--- config.mk ---
export PLATFORM = sky130hd
export DESIGN_NAME = snd_rdsched
export DESIGN_NICKNAME = d
export VERILOG_FILES = /design/src/rtl/snd_rdsched.sv
export SDC_FILE = /design/constraint.sdc
export NUM_CORES = 1
export LEC_CHECK = 0
export CAP_MARGIN = 20
export CORE_MARGIN = 5
export CORE_UTILIZATION = 40
export CTS_CLUSTER_SIZE = 10
export DETAILED_ROUTE_END_ITERATION = 6
export PLACE_DENSITY = 0.68
export SETUP_SLACK_MARGIN = 0.02
export SLEW_MARGIN = 20
export SYNTH_ARGS = -nofsm -noshare
export SYNTH_HDL_FRONTEND = slang
export SYNTH_SLANG_ARGS = --single-unit
--- constraint.sdc ---
create_clock -name ACLK -period 13.85 [get_ports ACLK]
set_input_delay 1.385 -clock ACLK [delete_from_list [all_inputs] [get_ports ACLK]]
set_output_delay 1.385 -clock ACLK [all_outputs]
set_load 0.01 [all_outputs]
--- src/rtl/snd_rdsched.sv ---
// rtl/snd_rdsched.sv - two-channel round-robin AXI read-burst scheduler for the sound IP
module snd_rdsched #(
    parameter int ADDR_W      = 29,
    parameter int BURST_BYTES = 128
) (
    input  logic              ACLK,
    input  logic              ARST,
    input  logic [1:0]        COMMAND,
    input  logic [1:0]        EN,
    input  logic [1:0]        LOOP,
    input  logic [ADDR_W-1:0] SNDADDR0,
    input  logic [ADDR_W-1:0] SNDADDR1,
    input  logic [ADDR_W-1:0] DATASIZE0,
    input  logic [ADDR_W-1:0] DATASIZE1,
    input  logic [1:0]        BUF_WREADY,
    output logic [ADDR_W-1:0] ARADDR,
    output logic              ARVALID,
    input  logic              ARREADY,
    input  logic              RVALID,
    input  logic              RLAST,
    output logic              RREADY,
    output logic [1:0]        BUF_WR,
    output logic              CUR_CH,
    output logic              BUSY,
    output logic [1:0]        DONE
);

    typedef enum logic [1:0] {
        IDLE = 2'd0,
        ADDR = 2'd1,
        DATA = 2'd2
    } state_t;

    localparam logic [1:0]        CMD_STOP  = 2'b00;
    localparam logic [1:0]        CMD_PLAY  = 2'b01;
    localparam logic [1:0]        CMD_CLEAR = 2'b11;
    localparam logic [ADDR_W:0]   BURST_W   = (ADDR_W+1)'(BURST_BYTES);

    state_t                   state_q, state_d;
    logic [1:0]               cmd_q;
    logic [1:0][ADDR_W-1:0]   base_q;
    logic [1:0][ADDR_W-1:0]   size_q;
    logic [1:0][ADDR_W-1:0]   offset_q;
    logic [1:0]               done_q;
    logic [1:0]               done_pulse_q;
    logic                     last_grant_q;
    logic                     cur_ch_q;
    logic [ADDR_W-1:0]        araddr_q;

    logic                     latch_now;
    logic                     halted;
    logic [1:0]               elig;
    logic                     grant_ch;
    logic                     do_grant;
    logic                     burst_end;
    logic [ADDR_W:0]          next_off;
    logic                     last_burst;

    // Fresh play (from stop or clear) latches new buffer parameters; that cycle
    // never grants so the first burst always uses the new base.
    assign latch_now  = (COMMAND == CMD_PLAY) && ((cmd_q == CMD_STOP) || (cmd_q == CMD_CLEAR));
    assign halted     = (COMMAND == CMD_STOP) || (COMMAND == CMD_CLEAR);
    assign burst_end  = (state_q == DATA) && RVALID && RLAST;
    assign next_off   = {1'b0, offset_q[cur_ch_q]} + BURST_W;
    assign last_burst = next_off >= {1'b0, size_q[cur_ch_q]};

    // Per-channel eligibility and round-robin arbitration against the last grant
    always_comb begin
        elig     = 2'b00;
        grant_ch = 1'b0;
        for (int n = 0; n < 2; n++) begin
            elig[n] = (COMMAND == CMD_PLAY) && !latch_now && EN[n] && BUF_WREADY[n]
                      && !done_q[n] && (size_q[n] != '0);
        end
        if (elig == 2'b11) begin
            grant_ch = ~last_grant_q;
        end else if (elig[1]) begin
            grant_ch = 1'b1;
        end
    end

    // State register
    always_ff @(posedge ACLK) begin
        if (ARST) begin
            state_q <= IDLE;
        end else begin
            state_q <= state_d;
        end
    end

    // Next-state and handshake outputs
    always_comb begin
        state_d  = state_q;
        ARVALID  = 1'b0;
        RREADY   = 1'b0;
        BUSY     = 1'b0;
        BUF_WR   = 2'b00;
        do_grant = 1'b0;
        case (state_q)
            IDLE: begin
                if (elig != 2'b00) begin
                    do_grant = 1'b1;
                    state_d  = ADDR;
                end
            end
            ADDR: begin
                ARVALID = 1'b1;
                if (ARREADY) begin
                    state_d = DATA;
                end
            end
            DATA: begin
                RREADY = 1'b1;
                BUSY   = 1'b1;
                if (RVALID) begin
                    BUF_WR[cur_ch_q] = 1'b1;
                    if (RLAST) begin
                        state_d = IDLE;
                    end
                end
            end
            default: state_d = IDLE;
        endcase
    end

    // Parameter latch, grant bookkeeping and per-channel offset/done tracking
    always_ff @(posedge ACLK) begin
        if (ARST) begin
            cmd_q        <= CMD_STOP;
            base_q       <= '0;
            size_q       <= '0;
            offset_q     <= '0;
            done_q       <= 2'b00;
            done_pulse_q <= 2'b00;
            last_grant_q <= 1'b1;
            cur_ch_q     <= 1'b0;
            araddr_q     <= '0;
        end else begin
            cmd_q        <= COMMAND;
            done_pulse_q <= 2'b00;
            if (latch_now) begin
                base_q[0] <= SNDADDR0;
                base_q[1] <= SNDADDR1;
                size_q[0] <= DATASIZE0;
                size_q[1] <= DATASIZE1;
            end
            if (do_grant) begin
                cur_ch_q     <= grant_ch;
                last_grant_q <= grant_ch;
                araddr_q     <= base_q[grant_ch] + offset_q[grant_ch];
            end
            if (burst_end) begin
                if (last_burst) begin
                    if (LOOP[cur_ch_q]) begin
                        offset_q[cur_ch_q] <= '0;
                    end else begin
                        done_q[cur_ch_q]       <= 1'b1;
                        done_pulse_q[cur_ch_q] <= 1'b1;
                    end
                end else begin
                    offset_q[cur_ch_q] <= next_off[ADDR_W-1:0];
                end
            end
            // A fresh play, or stop/clear once no burst is in flight, rewinds both channels
            if (latch_now || (halted && (state_q == IDLE))) begin
                offset_q <= '0;
                done_q   <= 2'b00;
            end
        end
    end

    assign ARADDR = araddr_q;
    assign CUR_CH = cur_ch_q;
    assign DONE   = done_pulse_q;

endmodule

==> impl_metrics.ini, run 1 <==
[pwr]
p_clk_share_pct = 44.4
seqPwrFrac_pct = 45.5
p_per_area_mw_per_mm2 = 100.4
power_frac_comb_pct = 10.1
sw_frac_of_total_pct = 23.65
internal_power_mw = 1.076
p_leak_nw = 5.421
switching_power_mw = 0.3332
ir_worst_vdd_mv = 0.06681

[finish]
fin_cells = 1827
seq_area_sq_mm = 0.004268
multi_input_area_sq_mm = 0.006696
fillers = 2626
syn_to_final_growth_pct = 23.17
antennaDiodeCount = 0
final_nets = 1628
drive_gt1_share_pct = 9.248
utilization_pct = 50.22

[logic_synthesis]
synth_seq_area_share_pct = 37.44
synth.ff_latch_count = 213
ys.flop_type = dfxtp_1
yosys_warnings = 0
syn_avg_cell_area_sq_um = 8.648
synth_fp_nets = 1506
async_reset_ff_share_pct = 0
ys_types = 64
synth_edf_count = 0
syn_inst = 1317
netlist_area_sq_mm = 0.01139

[routing]
drt-initial-drc-count = 549
via_per_inst = 5.386
vias = 9841
wl_per_cell_um = 17.07
ant_nets = 0
dr.pass1.iters = 5
totalWireLength_mm = 31.19
drc = 0

[grt]
grt_pass1_wl_mm = 49.43
grt_pass1_vias = 9772
overflow = 0
grt_usage_pct = 18.91
grt_max_degree = 89
antenna_found_initial = 0

[sta]
tightest_slew_ns = 1.117
period_share_pct = 43.46
setup_violations = 0
hold_viol = 0
fin_crit_ns = 6.019
report.final.slew_viol_count = 0
max_slew_margin_pct = 25.52
finalWorstSetupSlack_ns = 7.831
fin_tns_setup_ns = 0
max_freq_mhz = 166.1
rsz0062_at_grt = false
finClkSkew_ns = 0.01354

[clock_network]
clock_latency_ns = 0.52
hold_buffers = 0
cts_made_buffers = 26
path_clk_slew_ns = 0.05
cts-root-buf = clkbuf_16
htreeDepth = 1
tritoncts = yes
clockBufferDepth = 3
cts_resized = 0
post_cts_buffers = 0
cts_sinks = 213

[die]
core_region_area_sq_mm = 0.02793
die_area_sq_mm = 0.03195
dieHeight_um = 178.7
pin_count = 166
row_count = 61
dieWidth_um = 178.7
start_util_pct = 40.77

[worst_setup_path]
reg2reg_slack_ns = 7.94
worstPathArrival_ns = 6.39
required_ns = 14.22
crit_path_end_kind = flip-flop
worst-path-max-fanout = 31
path_class = primary input to flip-flop
cp-start-kind = primary input

[place]
place_inst = 1789
pre_cts_ws_ns = 7.290
hpwlAfterDp_mm = 22.77
gp_congestion = 0.9242
portBuffers = 165

[status]
status = finished, final reports clean

[flow_run]
cap_viol_max_count = 0

[min_path]
hp-class = flip-flop to flip-flop
==> cell usage in the layout, fill, tap and decap left out, types with 3 or more instances in the layout <==
cell             instances
and3_1                  20
o21bai_1                 4
a21oi_1                147
nand3_1                 24
o221ai_1                 3
nand4b_1                 3
a211oi_1                11
clkdlybuf4s50_1        164
o2bb2ai_2               10
a31oi_1                  8
dfxtp_1                212
nor2_1                  54
ha_1                    59
nor2b_1                  4
inv_1                   28
mux2i_1                 70
nor4_1                  13
nand2b_1                10
nand4_1                 18
nor3_1                  12
clkbuf_1                 5
mux2_2                  68
a21o_1                  22
o2bb2ai_1                6
xor2_1                  18
nand3b_1                 8
buf_4                    9
o21a_1                   3
a22o_1                  24
and2_1                   6
o21ai_0                 27
nand2_1                269
o31ai_1                  3
or3_1                    5
xnor2_1                 30
clkbuf_8                 6
clkbuf_16               27
==> power by group through the flow <==
stage | combinational (mW) | sequential [mW] | clock, mW
floorplan | 0.0804 | 0.650 | 0
global placement | 0.141 | 0.654 | 0
detailed placement | 0.143 | 0.654 | 0
CTS | 0.144 | 0.641 | 0.640
global route | 0.156 | 0.642 | 0.664
finish | 0.142 | 0.641 | 0.626
==> worst paths after layout <==
check / startpoint / cells past startpoint / end
worst max-delay path: COMMAND[0] / 15 / ARADDR[27]
worst min register to register: base_q[5] / 2 / base_q[5]
worst max register to register: CUR_CH / 16 / offset_q[20]
worst min-delay path: base_q[5] / 2 / base_q[5]
==> critical path: stages <==
cell             delay [ns]
clkdlybuf4s50_1        0.49
ha_1                   0.24
nor4b_1                0.27
o21ai_0                0.29
o21bai_4               0.72
buf_4                  0.50
mux2_2                 0.39
ha_1                   0.38
a21o_1                 0.22
a2111oi_1              0.69
o311ai_1               0.27
a41oi_1                0.27
xnor2_1                0.09
mux2i_1                0.13
nor2_1                 0.05
==> Yosys cell counts (7+ instances only) <==
cell type    n  area (sq um)
xor2_1      18         157.7
buf_1        7         26.28
a21o_1      22         165.2
nor4_1      13         81.33
clkbuf_1    59         221.5
nor2_1      54         202.7
nand3b_1     8         60.06
a211oi_1    12         90.09
o2bb2ai_2   10         150.1
a31oi_1      8         50.05
mux2_2      68         765.7
o21ai_0     27         135.1
xnor2_1     30         262.8
ha_1        59         738.2
a21oi_1    147         735.7
nand2b_1    10         62.56
mux2i_1     70         700.7
nand4_1     18         112.6
a22o_1      24         210.2
nand2_1    270          1013
dfxtp_1    213          4264
and3_1      20         125.1
and2_1       7         43.79
nor3_1      12         60.06
nand3_1     24         120.1
inv_1       28         105.1
==> routing by layer <==
metal	track usage [%]	part of all wire [%]	up-vias	wire (um)
met1	23.27	43	4680	13310
met2	33.92	50	214	15600
met4	5.692	3.0	0	943
li1	-	-	4892	-
met3	3.037	4.3	55	1337
met5	0	0	-	0
==> flip-flops by register name, summed over array words and instances, names as in the netlist, 2 cells and up <==
signal    flops
ARADDR       29
DONE          2
base_q       58
cmd_q         2
done_q        2
offset_q     58
size_q       58
state_q       2
==> metrics by stage <==
| stage | hold slack (ns) | area, sq um | power (mW) |
|---|---|---|---|
| after floorplan | 0.4261 | 11390 | 0.7302 |
| after global placement | 0.4391 | 13250 | 0.7949 |
| after detailed placement | 0.4467 | 13250 | 0.7968 |
| after CTS | 0.4550 | 14030 | 1.424 |
| after global routing | 0.4764 | 14030 | 1.463 |
| final | 0.4525 | 14030 | 1.409 |
==> cell families (layout without fill, tap and decap cells) <==
kind of cell / Yosys count / after routing / synth area share [%]
compound gates: 296 / 296 / 17.50
xor+xnor: 48 / 48 / 3.691
fa+ha+maj: 60 / 60 / 6.657
buf+inv: 107 / 239 / 4.065
flops: 213 / 213 / 37.44
mux: 138 / 138 / 12.87
simple gates: 455 / 455 / 17.77
==> area by class of cell <==
cell class              instances  area share [%]
well taps                     378           3.371
clock buffers                  38           5.539
inverters                      28          0.7492
repair buffers                173           12.18
multi-input cells             997           47.73
flip-flops and latches        213           30.42
(Power assumes the default switching activity.)
==> run 2, diff against run 1 <==
==> constraint.sdc (replaced) <==
create_clock -name ACLK -period 6.05 [get_ports ACLK]
set_input_delay 0.605 -clock ACLK [delete_from_list [all_inputs] [get_ports ACLK]]
set_output_delay 0.605 -clock ACLK [all_outputs]
set_load 0.01 [all_outputs]
==> impl_metrics.ini, run 2 (synthesized netlist as in run 1, its figures left out) <==
[worst_setup_path]
reg2regPathDepth = 17
required_ns = 6.51
cp-start-kind = flip-flop
cpMaxStageDelayCell = dfxtp_4
path_cells = buf_4, mux2i_1, a221oi_2, and2_1, nand3_1, xnor2_1, mux2i_1, inv_1, ha_1, nand4_1, nor2_1, a2111oi_0, o211ai_2, a31oi_4, o31ai_4, buf_4, a22o_1
path_class = flip-flop to flip-flop
crit_path_end_kind = flip-flop
worst-path-max-fanout = 43
worstPathArrival_ns = 5.56
slowest_delay_ns = 0.72

[die]
dieWidth_um = 178.7
pin_count = 166
dieHeight_um = 178.7
start_util_pct = 40.77
row_count = 61
die_area_sq_mm = 0.03195
core_region_area_sq_mm = 0.02793

[clock_network]
tritoncts = yes
clockBufferDepth = 3
post_cts_buffers = 0
htreeDepth = 1
clock_latency_ns = 0.53
cts_made_buffers = 25
hold_buffers = 0
path_clk_slew_ns = 0.06
cts-root-buf = clkbuf_16
cts_sinks = 213
cts_resized = 0

[sta]
setup_violations = 0
fin_tns_setup_ns = 0
finalWorstSetupSlack_ns = 0.9483
whs_ns = 0.4501
finClkSkew_ns = 0.01257
report.final.slew_viol_count = 0
max_freq_mhz = 196.0
rsz0062_at_grt = false
tightest_slew_ns = 0.9890
fin_crit_ns = 5.102
hold_viol = 0
period_share_pct = 84.33
max_slew_margin_pct = 34.07

[pwr]
p_per_area_mw_per_mm2 = 222.1
ir_worst_vdd_mv = 0.1643
power_mw = 3.110
p_leak_nw = 5.419

[routing]
drc = 0
dr.pass1.iters = 5
drt-initial-drc-count = 546
vias = 9868
wl_per_cell_um = 16.91
via_per_inst = 5.389
totalWireLength_mm = 30.97
ant_nets = 0

[grt]
grt_use_met3_pct = 2.826
grt.busiest_layer = met2
antenna_found_initial = 0
grt_max_degree = 95
grt_pass1_vias = 9705
met2_usage_pct = 33.12
grt_pass1_wl_mm = 49.47
grt_usage_pct = 18.85
met1_usage_pct = 24.07
overflow = 0

[finish]
drive_gt1_share_pct = 9.566
seq_area_sq_mm = 0.004268
final_cell_mix = nand2_1, dfxtp_1, clkdlybuf4s50_1, a21oi_1, mux2i_1
syn_to_final_growth_pct = 22.95
final_nets = 1637
fillers = 2724
top_regs = base_q x58, offset_q x58, size_q x58
fin_area_sq_mm = 0.01400
final_common_cell = nand2_1
multi_input_area_sq_mm = 0.006696
utilization_pct = 50.13
fin_cells = 1831
antennaDiodeCount = 0

[place]
placed_area_sq_mm = 0.01333
portBuffers = 165
gp_congestion = 0.9473
hpwlAfterDp_mm = 22.85
pre_cts_ws_ns = 0.5420
place_inst = 1799

[min_path]
hp-class = flip-flop to flip-flop
min_path_cells = 2

[status]
status = finished, final reports clean

[flow_run]
cap_viol_max_count = 0
run 2: cell count changes in the layout (fill, tap and decap cells not counted):
cell | previous run | this run
clkbuf_16 | 27 | 25
inv_6 | 0 | 1
clkbuf_8 | 6 | 2
buf_4 | 9 | 19
clkbuf_1 | 5 | 4
run 2: report_power, final:
part	switching, mW	total (mW)	leakage, nW	internal (mW)
Combinational	0.174	0.329	3.36	0.155
Clock	0.555	1.32	0.332	0.761
Sequential	0.0250	1.47	1.73	1.44
Total	0.754	3.11	5.42	2.36
run 2: routing by layer:
metal / vias to the layer above / routed length [um]
met3: 65 / 1332
met5: - / 0
met4: 0 / 943
li1: 4915 / -
met2: 238 / 15350
met1: 4650 / 13350
run 2: critical path, delay by kind of cell (launching register included):
kind,cells,cell delay (ns)
adders and majority gates,1,0.29
AOI/OAI and AO/OA,6,1.66
muxes,2,0.40
xor gates and xnor gates,1,0.16
DFF,1,0.72
buffers and inverters,3,0.90
and+or+nand+nor,4,0.86
run 2: final timing paths:
path | startpoint | slack, ns | to
max | CUR_CH | 0.95 | offset_q[48]
min | base_q[0] | 0.45 | base_q[0]
max reg2reg | CUR_CH | 0.95 | offset_q[48]
min reg2reg | base_q[0] | 0.45 | base_q[0]
run 2: final cells by class:
type	instances	area share [%]
clock buffers	31	4.771
inverters	28	0.7505
clock inverters	1	0.06254
flip-flops and latches	213	30.48
multi-input cells	997	47.82
repair buffers	183	12.74
well taps	378	3.377
==> run 3, diff against run 2 <==
==> constraint.sdc (replaced) <==
create_clock -name ACLK -period 5 [get_ports ACLK]
set_input_delay 0.5 -clock ACLK [delete_from_list [all_inputs] [get_ports ACLK]]
set_output_delay 0.5 -clock ACLK [all_outputs]
set_load 0.01 [all_outputs]
==> impl_metrics.ini, run 3 (synthesized netlist as in run 1, its figures left out) <==
[routing]
totalWireLength_mm = 31.52
vias = 9814
ant_nets = 0
via_per_inst = 5.322
dr.pass1.iters = 5
drc = 0
wl_per_cell_um = 17.09
drt-initial-drc-count = 542

[sta]
report.final.slew_viol_count = 0
whs_ns = 0.4163
period_share_pct = 91.11
fin_crit_ns = 4.556
fin_tns_setup_ns = 0
max_slew_margin_pct = 33.35
setup_violations = 0
tightest_slew_ns = 0.9998
rsz0062_at_grt = false
finClkSkew_ns = 0.01129
hold_viol = 0
max_freq_mhz = 219.5
finalWorstSetupSlack_ns = 0.4444

[min_path]
hp-class = primary input to flip-flop

[die]
row_count = 61
start_util_pct = 40.77
die_area_sq_mm = 0.03195
core_region_area_sq_mm = 0.02793
pin_count = 166
dieWidth_um = 178.7
dieHeight_um = 178.7

[clock_network]
htreeDepth = 1
path_clk_slew_ns = 0.05
clockBufferDepth = 3
clock_latency_ns = 0.52
cts-root-buf = clkbuf_16
cts_made_buffers = 26
cts_sinks = 213
tritoncts = yes

[worst_setup_path]
worstPathArrival_ns = 5.00
cp_top_family = compound AO/OA/AOI/OAI gates
worst-path-max-fanout = 25
path_class = flip-flop to flip-flop
reg2reg_slack_ns = 0.44
crit_buf_inv = 4
cp-start-kind = flip-flop
crit_path_frequent_cell = buf_4
slowest_delay_ns = 0.52
path_cells = buf_4, mux2i_1, a221oi_2, and2_1, nand3_1, xnor2_1, mux2i_1, inv_1, ha_1, a21o_1, a21oi_1, nor2b_1, a2111oi_1, o211ai_2, a31oi_4, buf_4, nand3_1, buf_4, o2bb2ai_1
crit_path_end_kind = flip-flop
cpMaxStageDelayCell = dfxtp_4
required_ns = 5.44

[grt]
grt_pass1_vias = 9747
antenna_found_initial = 0
grt_use_met3_pct = 2.805
met2_usage_pct = 33.59
overflow = 0
grt_pass1_wl_mm = 49.60
grt_usage_pct = 18.97
met1_usage_pct = 24.22
grt.busiest_layer = met2
grt_max_degree = 92

[finish]
drive_gt1_share_pct = 10.64
utilization_pct = 50.75
top_regs = base_q x58, offset_q x58, size_q x58
final_common_cell = nand2_1
fin_area_sq_mm = 0.01418
final_cell_mix = nand2_1, dfxtp_1, clkdlybuf4s50_1, a21oi_1, mux2i_1
antennaDiodeCount = 0
final_nets = 1648
fin_cells = 1844
syn_to_final_growth_pct = 24.48

[pwr]
p_per_area_mw_per_mm2 = 271.9
power_mw = 3.855
ir_worst_vdd_mv = 0.2222
p_leak_nw = 5.515

[place]
placed_area_sq_mm = 0.01343
place_inst = 1809
gp_congestion = 0.8848
pre_cts_ws_ns = -0.003435
hpwlAfterDp_mm = 23.30
portBuffers = 165

[status]
status = finished, final reports clean

[flow_run]
cap_viol_max_count = 0
-- run 3: path summary, 6_finish.rpt --
| path | end | cells past startpoint | startpoint |
|---|---|---|---|
| max | offset_q[13] | 19 | CUR_CH |
| min | ARADDR[0] | 2 | ARST |
| max reg2reg | offset_q[13] | 19 | CUR_CH |
| min reg2reg | base_q[3] | 2 | base_q[3] |
-- run 3: cell type report --
| cell class | count | area [sq um] |
|---|---|---|
| fill | 2703 | 13760 |
| timing repair buffer | 193 | 1884 |
| clock inverter | 3 | 15.01 |
| multi-input combinational | 997 | 6708 |
| inverter | 28 | 105.1 |
| sequential | 213 | 4268 |
| tap | 378 | 473.0 |
| clock buffer | 32 | 724.4 |
-- run 3: timing repair --
action	4_1_cts	5_1_grt
hold buffers	0	0
setup endpoints to repair	0	28
setup buffers	0	0
resized for setup	0	4
-- run 3: report_power, final --
part,switching (mW),internal [mW]
registers,0.0305,1.74
clock network,0.672,0.998
logic,0.214,0.197
-- run 3: routing by layer --
metal,vias to the layer above,part of all wire [%]
li1,4939,-
met1,4620,44
met2,209,50
met3,46,3.8
met4,0,2.4
met5,-,0
==> RTL change 1 (config.mk and constraints of run 3) <==
Make the reset (`ARST`) asynchronous in 2 clocked blocks.
--- a/src/rtl/snd_rdsched.sv
+++ b/src/rtl/snd_rdsched.sv
@@ -80,7 +80,7 @@
     end
 
     // State register
-    always_ff @(posedge ACLK) begin
+    always_ff @(posedge ACLK or posedge ARST) begin
         if (ARST) begin
             state_q <= IDLE;
         end else begin
@@ -124,7 +124,7 @@
     end
 
     // Parameter latch, grant bookkeeping and per-channel offset/done tracking
-    always_ff @(posedge ACLK) begin
+    always_ff @(posedge ACLK or posedge ARST) begin
         if (ARST) begin
             cmd_q        <= CMD_STOP;
             base_q       <= '0;
Check against the original RTL: differs if ARST is asserted again (counterexample within 4 cycles, from zero or initial values and one cycle with ARST high); with ARST held inactive, the same outputs for 4 cycles.
==> RTL change 1 against run 3 <==
Routed wire length shrank 7.5%; sequential share of layout area grew 5.7 points; synthesized area grew 3.1%; sequential cell count unchanged; design area rose by 5.2%; setup slack got worse by 0.14 ns; hold slack better by 0.021 ns; fmax is 3.0% lower; final cell count shrank 15%; critical endpoint is now offset_q[40]$_DFFE_PP0P_.
Power is not compared: it rests on default switching activity, and its combinational part moved more than twofold at a synthesized area within 25%.
==> RTL change 1: results (changes against run 3) <==
* Status: completed
* Largest regs: base_q (58), offset_q (58), size_q (58)
* Antenna cells at 0 (unchanged)
* Post-detailed-placement cell area at 0.0140 mm2 (+4.5%)
* TritonCTS buffer count at 26 (unchanged)
* Vias in the first global route at 8716 (-11%)
* Global router's overall resource usage at 0.172 (-0.0174)
* First-pass GRT wire length at 47000 um (-5.3%)
* Crit-path slowest cell: sky130_fd_sc_hd__dfrtp_4
* Sequential-to-total area share from yosys stat at 0.454 (+0.0796)
* Proportion of register bits with asynchronous set or reset after synthesis at 1.00 (+1.00)
* Total iterations of the first detailed-routing run at 4 (-1)
* Buffer depth of the longest clock path at 3 (unchanged)
* YS warnings at 0 (unchanged)
* Total nets after synthesis at 1163 (-23%)
* Port Buffers at 165 (unchanged)
* Cell area power density at 375 mW/mm2
* Routed wirelength normalized by instance count at 18.6 um (+8.5%)
* Worst-Skew Late Latency at 0.53 ns
* Drt initial violations at 406 (-25%)
* Most frequent cells after synthesis: sky130_fd_sc_hd__dfrtp_1 (212), sky130_fd_sc_hd__mux2_2 (209), sky130_fd_sc_hd__ha_1 (59)
* Antenna violations before repair at 1 (+1)
* Type of the worst min-delay path: in2reg
* Number of gates resized after cts at 0 (unchanged)
* Setup-violating endpoint count in the final report at 0 (unchanged)
* Arrival time of data at the critical path endpoint at 5.17 ns (+0.17 ns)
* Final Instance Count excl. Fillers at 1571 (-15%)
* Largest cells by area after synthesis: sky130_fd_sc_hd__dfrtp_1 (45%), sky130_fd_sc_hd__mux2_2 (20%), sky130_fd_sc_hd__ha_1 (6.3%)
* Clock network power at 1.75 mW
* CTS root buf: sky130_fd_sc_hd__clkbuf_16
* Via-per-instance ratio at 5.32 (about the same)
* DP Wirelength at 21000 um (-9.7%)
* Number of cells after detailed placement at 1519 (-16%)
* Clock Pin Slew Worst Setup and Hold Paths at 0.06 ns
* Global placement routability congestion at 0.930 (+5.1%)
* Unique cell type count in the Yosys netlist at 60 (-6.3%)
* Headroom to the max-slew limit at 0.484 (+0.151)
* Biggest area consumer among synthesized cells: sky130_fd_sc_hd__dfrtp_1
* Fraction of power spent switching nets at 0.289
* Number of nets in the finished design at 1359 (-18%)
* Max Clock Skew at 0.0122 ns (+0.000906 ns)
* Proportion of layout cells with a drive suffix above 1 at 0.258 (+0.151)
* Static leakage at 6.68 nW
* Reported combinational group power at 1.53 mW
* Maximum number of pins on one net before global-route repair at 127 (+38%)
* Number of cells produced by synthesis at 974 (-26%)
* Critical path peak fanout at 24 (-4.0%)
* Post-CTS Setup Inserts at 0 (unchanged)
* H-tree level count at 1 (unchanged)
* CP peak stage delay at 0.59 ns (+0.07 ns)
* Fillers at 2547 (-5.8%)
* Worst slack at placement at -0.152 ns (-0.148 ns)
* Top cell family by delay on the critical path: compound AO/OA/AOI/OAI gates
[RTL change 1: area by class of cell]
cell class	count	area (um2)	share of cell area
Multi-Input combinational cell	706	6220	0.417
Inverter	15	60.1	0.00403
Sequential cell	213	5340	0.358
Timing Repair Buffer	208	2040	0.137
Clock buffer	45	783	0.0525
Tap cell	384	480	0.0322
[RTL change 1: final timing paths]
check / end / slack (ns) / cells past startpoint / startpoint
worst max-delay path: offset_q[40]$_DFFE_PP0P_ / 0.30 / 19 / CUR_CH$_DFFE_PP0P_
worst min-delay path: cmd_q[1]$_DFF_PP0_ / 0.44 / 1 / COMMAND[1]
worst max register to register: offset_q[40]$_DFFE_PP0P_ / 0.30 / 19 / CUR_CH$_DFFE_PP0P_
worst min register to register: base_q[26]$_DFFE_PP0P_ / 0.50 / 1 / base_q[26]$_DFFE_PP0P_
max in group asynchronous: size_q[13]$_DFFE_PP0P_ / 3.48 / 4 / ARST
min in group asynchronous: ARADDR[5]$_DFFE_PP0P_ / 0.51 / 3 / ARST
[RTL change 1: cell families after synthesis]
kind of cell,Yosys count,synth area share
multiplexers,253,0.238
flip-flops,213,0.454
AND/OR/NAND/NOR,172,0.0772
AO/OA/AOI/OAI,170,0.106
adder cells (fa/ha/maj),60,0.0646
buffers and inverters,56,0.0226
XOR/XNOR,50,0.0373
[RTL change 1: metal layers]
layer / global-route usage / share of wire / wire (um) / up-vias
li1: - / - / - / 4009
met1: 0.260 / 0.49 / 14400 / 4085
met5: 0 / 0.00038 / 11 / -
met2: 0.253 / 0.43 / 12400 / 215
met3: 0.0362 / 0.057 / 1660 / 46
met4: 0.0429 / 0.023 / 668 / 2
==> RTL change 2 (config.mk and constraints of run 3) <==
Without the edit above. Set the parameter `ADDR_W` to 37 (it was 29).
--- a/src/rtl/snd_rdsched.sv
+++ b/src/rtl/snd_rdsched.sv
@@ -1,6 +1,6 @@
 // rtl/snd_rdsched.sv - two-channel round-robin AXI read-burst scheduler for the sound IP
 module snd_rdsched #(
-    parameter int ADDR_W      = 29,
+    parameter int ADDR_W      = 37,
     parameter int BURST_BYTES = 128
 ) (
     input  logic              ACLK,
Interface: changed (5 resized); port bits go from 166 to 206. No check against the original RTL was run, so the function may have changed too.
==> RTL change 2 against run 3 <==
First-iteration DRC count grew 85%; synthesized area rose by 30%; sequential cell count grew 56; non-clock buffer count rose by 91; design area rose by 32%; routed wire length up 49%; count of clock-buffer cells in the layout grew 10; power grew 30%; sequential power is 27% higher; critical endpoint is now ARADDR[36]$_SDFFE_PP0P_; setup slack got worse by 0.18 ns; clock skew increased by 0.0046 ns.
==> RTL change 2: results (changes against run 3) <==
* Status: completed
* Drt initial violations at 1003 (+85%)
* Fraction of area in multi-input gates at 0.477 (+0.00409)
* Fillers at 3441 (+27%)
* Global placement routability congestion at 0.898 (+1.5%)
* Register-to-Register Path Depth at 16 (-3)
* Most frequent cells after synthesis: sky130_fd_sc_hd__nand2_1 (406), sky130_fd_sc_hd__dfxtp_1 (269), sky130_fd_sc_hd__a21oi_1 (255)
* Static leakage at 6.97 nW (+26%)
* Post-detailed-placement cell area at 0.0176 mm2 (+31%)
* Non-clk invs at 19 (-32%)
* Highest achievable clock rate at 0.211 GHz (-3.8%)
* Multi-input gates at 1386 (+39%)
* Worst slack at placement at -0.0236 ns (-0.0202 ns)
* CP peak stage delay at 0.57 ns (+0.05 ns)
* H-tree level count at 2 (+1)
* Arrival time of data at the critical path endpoint at 5.14 ns (+0.14 ns)
* Worst hold start: ARADDR[12]$_SDFFE_PP0P_
* Number of nets in the finished design at 2231 (+35%)
* XOR/XNOR Fraction of Synth Area at 0.0373 (+0.000389)
* Synthesized-area fraction occupied by ao, oa, aoi and oai cells at 0.189 (+0.0137)
* Net Sw Power at 1.22 mW (+33%)
* DP Wirelength at 35100 um (+50%)
* Total nets after synthesis at 2026 (+35%)
* TritonCTS buffer count at 34 (+31%)
* Largest cells by area after synthesis: sky130_fd_sc_hd__dfxtp_1 (36%), sky130_fd_sc_hd__nand2_1 (10%), sky130_fd_sc_hd__a21oi_1 (8.6%)
* Total iterations of the first detailed-routing run at 6 (+1)
* Sequential-to-total area share from yosys stat at 0.364 (-0.0103)
* Headroom to the max-slew limit at 0.268 (-0.0653)
* Largest regs: base_q (74), offset_q (74), size_q (74)
* Critical path peak fanout at 29 (+16%)
* Via-per-instance ratio at 5.55 (+4.2%)
* Type of the worst min-delay path: reg2reg
* Port Buffers at 205 (+24%)
* Crit-path slowest cell: sky130_fd_sc_hd__or4_1
[RTL change 2: changes by cell type in the layout (fill, tap and decap cells not counted), moves of 22 or more]
cell                                     run 3  this run
sky130_fd_sc_hd__o21ai_0                    26        53
sky130_fd_sc_hd__a21oi_1                   146       255
sky130_fd_sc_hd__dfxtp_1                   212       268
sky130_fd_sc_hd__nand3_1                    24        46
sky130_fd_sc_hd__clkdlybuf4s50_1           164       204
sky130_fd_sc_hd__buf_4                      27        72
sky130_fd_sc_hd__nand2_1                   269       405
[RTL change 2: layer usage]
layer  wire length (um)  global-route usage  part of all wire  vias to the layer above
li1                   -                   -                 -                     6764
met1              21200               0.299              0.45                     6473
met2              21800               0.360              0.47                      414
met3               2620              0.0327             0.056                       68
met4               1170              0.0589             0.025                        0
met5                  0                   0                 0                        -
[RTL change 2: power groups by stage]
stage	Clock, mW	Combinational, mW	Sequential (mW)
2_1_floorplan	0	0.282	2.27
3_3_place_gp	0	0.530	2.28
3_5_place_dp	0	0.537	2.29
4_1_cts	2.26	0.541	2.24
5_1_grt	2.36	0.591	2.25
6_report	2.22	0.542	2.24
[RTL change 2: per-stage QoR]
stage                     std cells  TNS, ns  hold slack, ns
after global placement         2426        0           0.440
after global routing           2473        0           0.470
after detailed placement       2426  -0.0236           0.444
final                          2473        0           0.453
after CTS                      2473        0           0.453
after floorplan                1789        0           0.426
[RTL change 2: worst min-delay path by stage]
| stage | depth (start not counted) | to |
|---|---|---|
| floorplan | 2 | done_q[1]$_SDFFE_PP0P_ |
| global placement | 2 | base_q[63]$_SDFFE_PP0P_ |
| detailed placement | 2 | done_q[1]$_SDFFE_PP0P_ |
| CTS | 2 | ARADDR[12]$_SDFFE_PP0P_ |
| global route | 2 | base_q[61]$_SDFFE_PP0P_ |
| finish | 2 | ARADDR[12]$_SDFFE_PP0P_ |
